**config.mk**
```make
export PLATFORM = sky130hd
export DESIGN_NAME = dmem_arbiter
export DESIGN_NICKNAME = d
export VERILOG_FILES = /design/src/rtl/dmem_arbiter.sv
export SDC_FILE = /design/constraint.sdc
export NUM_CORES = 1
export LEC_CHECK = 0
export ABC_AREA = 1
export CAP_MARGIN = 10
export CORE_ASPECT_RATIO = 1.5
export CORE_MARGIN = 10
export CORE_UTILIZATION = 42
export DETAILED_ROUTE_END_ITERATION = 8
export MAX_ROUTING_LAYER = met4
export PLACE_DENSITY = 0.95
export SLEW_MARGIN = 20
export SYNTH_ARGS = -nofsm -noshare
export SYNTH_HDL_FRONTEND = slang
export SYNTH_SLANG_ARGS = --single-unit
```
**constraint.sdc**
```tcl
create_clock -name CLK -period 9.4 [get_ports CLK]
set_clock_uncertainty 0.2 [all_clocks]
set_input_delay 0.94 -clock CLK [delete_from_list [all_inputs] [get_ports CLK]]
set_output_delay 0.94 -clock CLK [all_outputs]
set_load 0.05 [all_outputs]
```
**src/rtl/dmem_arbiter.sv**
```systemverilog
// dmem_arbiter: two-master round-robin arbiter onto a single-port synchronous data RAM with window range check
module dmem_arbiter #(
  parameter logic [31:0] BASE_ADDR = 32'h0000192E,
  parameter int DEPTH = 1024,
  parameter int ADDR_W = 10,
  parameter int DATA_W = 32
) (
  input  logic              CLK,
  input  logic              rst,
  input  logic              m0_req,
  input  logic              m0_we,
  input  logic [31:0]       m0_addr,
  input  logic [DATA_W-1:0] m0_wdata,
  output logic              m0_gnt,
  output logic              m0_valid,
  output logic              m0_err,
  output logic [DATA_W-1:0] m0_rdata,
  input  logic              m1_req,
  input  logic              m1_we,
  input  logic [31:0]       m1_addr,
  input  logic [DATA_W-1:0] m1_wdata,
  output logic              m1_gnt,
  output logic              m1_valid,
  output logic              m1_err,
  output logic [DATA_W-1:0] m1_rdata,
  output logic              mem_en,
  output logic              mem_we,
  output logic [ADDR_W-1:0] mem_addr,
  output logic [DATA_W-1:0] mem_wdata,
  input  logic [DATA_W-1:0] mem_rdata
);
  typedef enum logic [1:0] {IDLE, ISSUE, RESP} state_t;
  localparam logic [31:0] LAST = BASE_ADDR + 32'(DEPTH - 1);
  state_t state;
  logic prio, gport, perr, pwe;
  logic any, win, we, hit;
  logic [31:0] addr;
  logic [DATA_W-1:0] wdata, rd;
  always_comb begin
    any = m0_req | m1_req;
    win = (m0_req && m1_req) ? prio : m1_req;
    addr = win ? m1_addr : m0_addr;
    we = win ? m1_we : m0_we;
    wdata = win ? m1_wdata : m0_wdata;
    hit = (addr >= BASE_ADDR) && (addr <= LAST);
    rd = (perr || pwe) ? '0 : mem_rdata;
  end
  always_ff @(posedge CLK or posedge rst) begin
    if (rst) begin
      state <= IDLE;
      prio <= 1'b0;
      gport <= 1'b0;
      perr <= 1'b0;
      pwe <= 1'b0;
      m0_gnt <= 1'b0;
      m0_valid <= 1'b0;
      m0_err <= 1'b0;
      m0_rdata <= '0;
      m1_gnt <= 1'b0;
      m1_valid <= 1'b0;
      m1_err <= 1'b0;
      m1_rdata <= '0;
      mem_en <= 1'b0;
      mem_we <= 1'b0;
      mem_addr <= '0;
      mem_wdata <= '0;
    end else begin
      m0_gnt <= 1'b0;
      m1_gnt <= 1'b0;
      m0_valid <= 1'b0;
      m1_valid <= 1'b0;
      m0_err <= 1'b0;
      m1_err <= 1'b0;
      m0_rdata <= '0;
      m1_rdata <= '0;
      mem_en <= 1'b0;
      mem_we <= 1'b0;
      if (state == RESP) begin
        m0_valid <= !gport;
        m1_valid <= gport;
        m0_err <= !gport && perr;
        m1_err <= gport && perr;
        m0_rdata <= gport ? '0 : rd;
        m1_rdata <= gport ? rd : '0;
      end
      if (state == ISSUE) state <= RESP;
      else if (any) begin
        state <= ISSUE;
        m0_gnt <= !win;
        m1_gnt <= win;
        prio <= !win;
        gport <= win;
        perr <= !hit;
        pwe <= we;
        mem_en <= hit;
        mem_we <= hit && we;
        mem_addr <= ADDR_W'(addr - BASE_ADDR);
        mem_wdata <= wdata;
      end else state <= IDLE;
    end
  end
endmodule

```
---- Word level (Yosys, flattened, before mapping) ----
Index checks and enable logic that the tools add are counted.
storage, ports and cells
  ROM bits ................................ 0
  bits of input ports ..................... 166
  register bits after elaboration ......... 120
  output and inout bits ................... 114
  word-level logic and storage cells ...... 57
  latch bits .............................. 0
  memories kept ........................... 0
  RAM bits ................................ 0
operators by class
  bitwise operators ....................... 2
  multiplexer cells ....................... 23
  equal/unequal tests ..................... 2
  shift operators ......................... 0
  div/mod/pow operators ................... 0
  add/subtract/negate cells ............... 1
  $mul .................................... 0
  reduce and logical (&&, ||, !) cells .... 10
  magnitude comparators ................... 2
operators by type and width
  cell                                                                     count
  32-bit 2-to-1 mux                                                        7
  32-bit by 13-bit >= comparator with 1-bit output, second input constant  1
  32-bit by 13-bit <= comparator with 1-bit output, second input constant  1
  1-bit 2-to-1 mux                                                         15
  10-bit by 9-bit subtractor with 10-bit output, second input constant     1
  1-bit logical AND                                                        5
  1-bit logical NOT                                                        3
  2-bit by 1-bit equality test with 1-bit output, second input constant    1
  2-bit equality test, second input constant                               1
  2-bit 2-to-1 mux                                                         1
  2-bit AND reduction                                                      1
  1-bit logical OR                                                         1
  1-bit NOT                                                                1
  1-bit OR                                                                 1

---- Depth between registers and ports, before layout ----
  depth in word-level cells ............... 8
  depth in mapped cells ................... 15
  mapped depth without buffers ............ 14

---- Worst setup path after synthesis ----
Ideal clock, no wire load.
  kind .................................... input-to-reg
  from .................................... input port m1_req
  to ...................................... register mem_addr[9]
  setup slack ............................. 6798 ps
  buffers on the path ..................... 1
  data required time ...................... 9073 ps
  stages .................................. 13
  arrival ................................. 2275 ps
  library setup time ...................... 127 ps
  path through ............................ buf_4 > a21boi_4 > nand2_1 > nand2_2 > inv_2 > ha_1 > nand2_1 > nand2_1 > nand2_1 > nand2_1 > nand2_1 > xor2_1 > o21ai_0
between the ends
  word-level cells in the longest chain between the ends .. 4
  elaborated cells on any way between the ends .. 6
  those cells by class .................... 1 x add/sub; 2 x mux; 1 x bitwise; 2 x reduce/logical
ends and longest elaborated chain
  what                                           RTL line  RTL
  start: declaration                             18        input logic m1_req,
  1-bit logical AND                              41        win = (m0_req && m1_req) ? prio : m1_req;
  1-bit 2-to-1 mux                               41
  32-bit 2-to-1 mux                              42        addr = win ? m1_addr : m0_addr;
  10-bit by 9-bit subtractor with 10-bit output  97        mem_addr <= ADDR_W'(addr - BASE_ADDR);
  end signal: assignment                         97
  end: declaration                               28        output logic [ADDR_W-1:0] mem_addr,
Several ways; a longest one is shown, not always the timed one.
A chain may end at the register's enable or synchronous reset.

---- Worst setup path in the final report ----
Same ends and word-level chain as after synthesis.

==> results.py <==
metrics = {
    "pwr": {
        "ir_drop_mv": 0.2018,
        "power_mw": 2.308,
        "leakagePower_nw": 3.715,
        "power.density_mw_per_mm2": 270.3,
    },
    "floorplan": {
        "die_area_mm2": 0.01692,
        "start_util_pct": 42.52,
        "core_mm2": 0.01189,
        "rows": 49,
        "dieHeight_um": 154.4,
        "io_pins": 280,
        "die_w_um": 109.6,
    },
    "synthesis": {
        "netlist.area_leader.share_pct": 59.38,
        "synth.largest_area_cell": "dfrtp_1",
        "seq_area_frac_synth_pct": 59.38,
        "yosysMostFrequentCell": "nand2_1",
        "syn_area_mm2": 0.005057,
        "ys.warnings.count": 0,
        "synth_common_cells": "nand2_1, nor2_1, dfrtp_1",
        "synth-edff-count": 0,
        "async_flop_share_pct": 100.0,
        "yosys.cell_types.count": 31,
        "synth_seq_cells": 120,
        "synth_area_per_cell_um2": 8.735,
        "netlist_instances": 579,
        "synth-main-ff-cell": "dfrtp_1",
        "synthesis.nets": 746,
        "synth_area_leaders": "dfrtp_1, nand2_1, nor2_1",
    },
    "drt": {
        "wl_met2_um": 10290,
        "dr.pass1.iters": 5,
        "vias_per_cell": 4.971,
        "routed-via-count": 5055,
        "wl_met3_um": 1467,
        "highest_layer": "met4",
        "post_drt_wl_per_cell_um": 18.67,
        "wl_um": 18990,
        "drc": 0,
        "drtAntennaViolNets": 0,
        "drt_iter0_drc": 249,
        "m1WireLength_um": 6561,
    },
    "worst_setup_path": {
        "arrival_ns": 3.57,
        "r2r.worst_path.cells": 13,
        "ff2ff_setup_slack_ns": 6.75,
        "cp-end-kind": "register",
        "cp-start-kind": "primary input",
        "crit_type": "in -> reg",
        "required_ns": 9.46,
        "cp_max_fo": 36,
    },
    "hold_path": {
        "hold_depth": 1,
        "hp-class": "reg -> reg",
    },
    "finish": {
        "antenna_cells": 0,
        "drive_gt1_share_pct": 6.944,
        "area_growth_pct": 68.88,
        "nNetsFinal": 1019,
    },
    "clock_network": {
        "ctsHoldBuffers": 0,
        "clk_latency_ns": 0.40,
        "cts_resized": 0,
        "clk_pin_slew_worst_paths_ns": 0.06,
        "ctsHtreeMaxLevel": 4,
        "cts_tree": "yes",
        "clock_sinks": 120,
        "cts_root_buffer": "clkbuf_16",
        "cts_max_path_buffers": 2,
        "post_cts_buffers": 0,
        "cts_buffers": 17,
    },
    "placement": {
        "portBuffers": 279,
        "place_congestion": 0.9177,
        "dp_slack_ns": 5.478,
        "dp_hpwl_um": 14120,
    },
    "sta": {
        "setup_slack_ns": 5.890,
        "final-setup-viol-count": 0,
        "relSlewSlack_pct": 29.65,
        "setup_tns_ns": 0,
        "rsz0062_at_grt": "no",
        "hold_slack_ns": 0.2394,
        "tightest_slew_ns": 1.054,
        "fin_crit_ns": 3.510,
        "hold_viol_final": 0,
        "fmaxAchievable_ghz": 0.2849,
        "period_share_pct": 37.34,
        "slew_violations": 0,
    },
    "global_routing": {
        "grt_pass1_vias": 5251,
        "grt_start_max_net_pins": 77,
        "antenna_found_initial": 0,
        "grt_usage_pct": 22.75,
        "grt_pass1_wl_um": 28610,
        "grt_overflow": 0,
    },
    "job": {
        "maxCapViolCount": 0,
    },
    "status": {
        "outcome": "complete, no violations",
    },
}
sequential cells by signal (all words and copies together), names as in the netlist:
| register | count |
|---|---|
| m0_gnt | 1 |
| m1_gnt | 1 |
| mem_wdata | 32 |
| mem_we | 1 |
| mem_addr | 10 |
| m0_rdata | 32 |
| state | 2 |
| perr | 1 |
| prio | 1 |
| gport | 1 |
| pwe | 1 |
| m1_valid | 1 |
| m1_err | 1 |
| mem_en | 1 |
| m1_rdata | 32 |
| m0_err | 1 |
| m0_valid | 1 |
critical path, stage by stage:
cell,delay [ns]
clkdlybuf4s50_1,0.45
buf_4,0.24
a21boi_4,0.78
nand2_1,0.16
nand2_2,0.13
inv_2,0.06
ha_1,0.20
nand2_1,0.08
nand2_1,0.06
nand2_1,0.10
nand2_1,0.07
nand2_1,0.08
xor2_1,0.13
o21ai_0,0.09
metal layers:
| metal | up-vias | track usage, % |
|---|---|---|
| li1 | 2381 | - |
| met1 | 2371 | 23.47 |
| met2 | 262 | 39.54 |
| met3 | 41 | 4.950 |
| met4 | 0 | 11.01 |
| met5 | - | - |
path summary, 6_finish.rpt:
path,start,end
worst max-delay path,m1_req,mem_addr[9]
worst min-delay path,gport,m0_valid
worst max register to register,prio,mem_addr[9]
worst min register to register,gport,m0_valid
max in group asynchronous,rst,prio
min in group asynchronous,rst,m0_rdata[5]
through the flow:
stage | instance area [um^2] | utilization [%] | cells
after CTS | 8541 | 71.81 | 1017
after global routing | 8541 | 71.81 | 1017
after floorplan | 5057 | - | 579
after global placement | 7941 | 66.77 | 986
after detailed placement | 7941 | 66.77 | 986
final | 8541 | 71.81 | 1017
where the power goes:
part           switching, mW  total [mW]  internal (mW)  leakage, nW
combinational          0.650       0.959          0.309         1.86
sequential            0.0635       0.692          0.628         1.57
clock                  0.241       0.658          0.417        0.282
final cells by class:
type,instances,area (um^2)
Fill cell,859,3353
Sequential cell,120,3003
Timing Repair Buffer,283,2823
Multi-Input combinational cell,398,1802
Clock buffer,17,425.4
Tap cell,153,191.4
Clock inverter,14,173.9
Inverter,32,122.6
kinds of logic (layout without fill, tap and decap cells):
kind of cell | after synthesis | count (layout) | synth area share, %
AOI/OAI and AO/OA | 85 | 85 | 8.931
xor gates and xnor gates | 2 | 2 | 0.3464
adders and majority gates | 1 | 1 | 0.2474
buffers and inverters | 61 | 346 | 5.319
DFF | 120 | 120 | 59.38
muxes | 1 | 1 | 0.1979
and+or+nand+nor | 309 | 309 | 25.58
cell usage in the layout, fill, tap and decap left out, drive strengths merged:
cell             n
o22ai            1
ha               1
dfrtp          120
o22a             1
inv             33
nand3b           8
a21boi           1
clkinvlp         4
nor4             4
bufinv           3
a21oi            5
nand3           15
a31oi            3
clkdlybuf4s50  279
clkinv           6
clkbuf          17
mux2i            1
nor2           130
nor3             3
nand2          149
buf              4
xor2             2
o21ai           74
(Power assumes the default switching activity.)
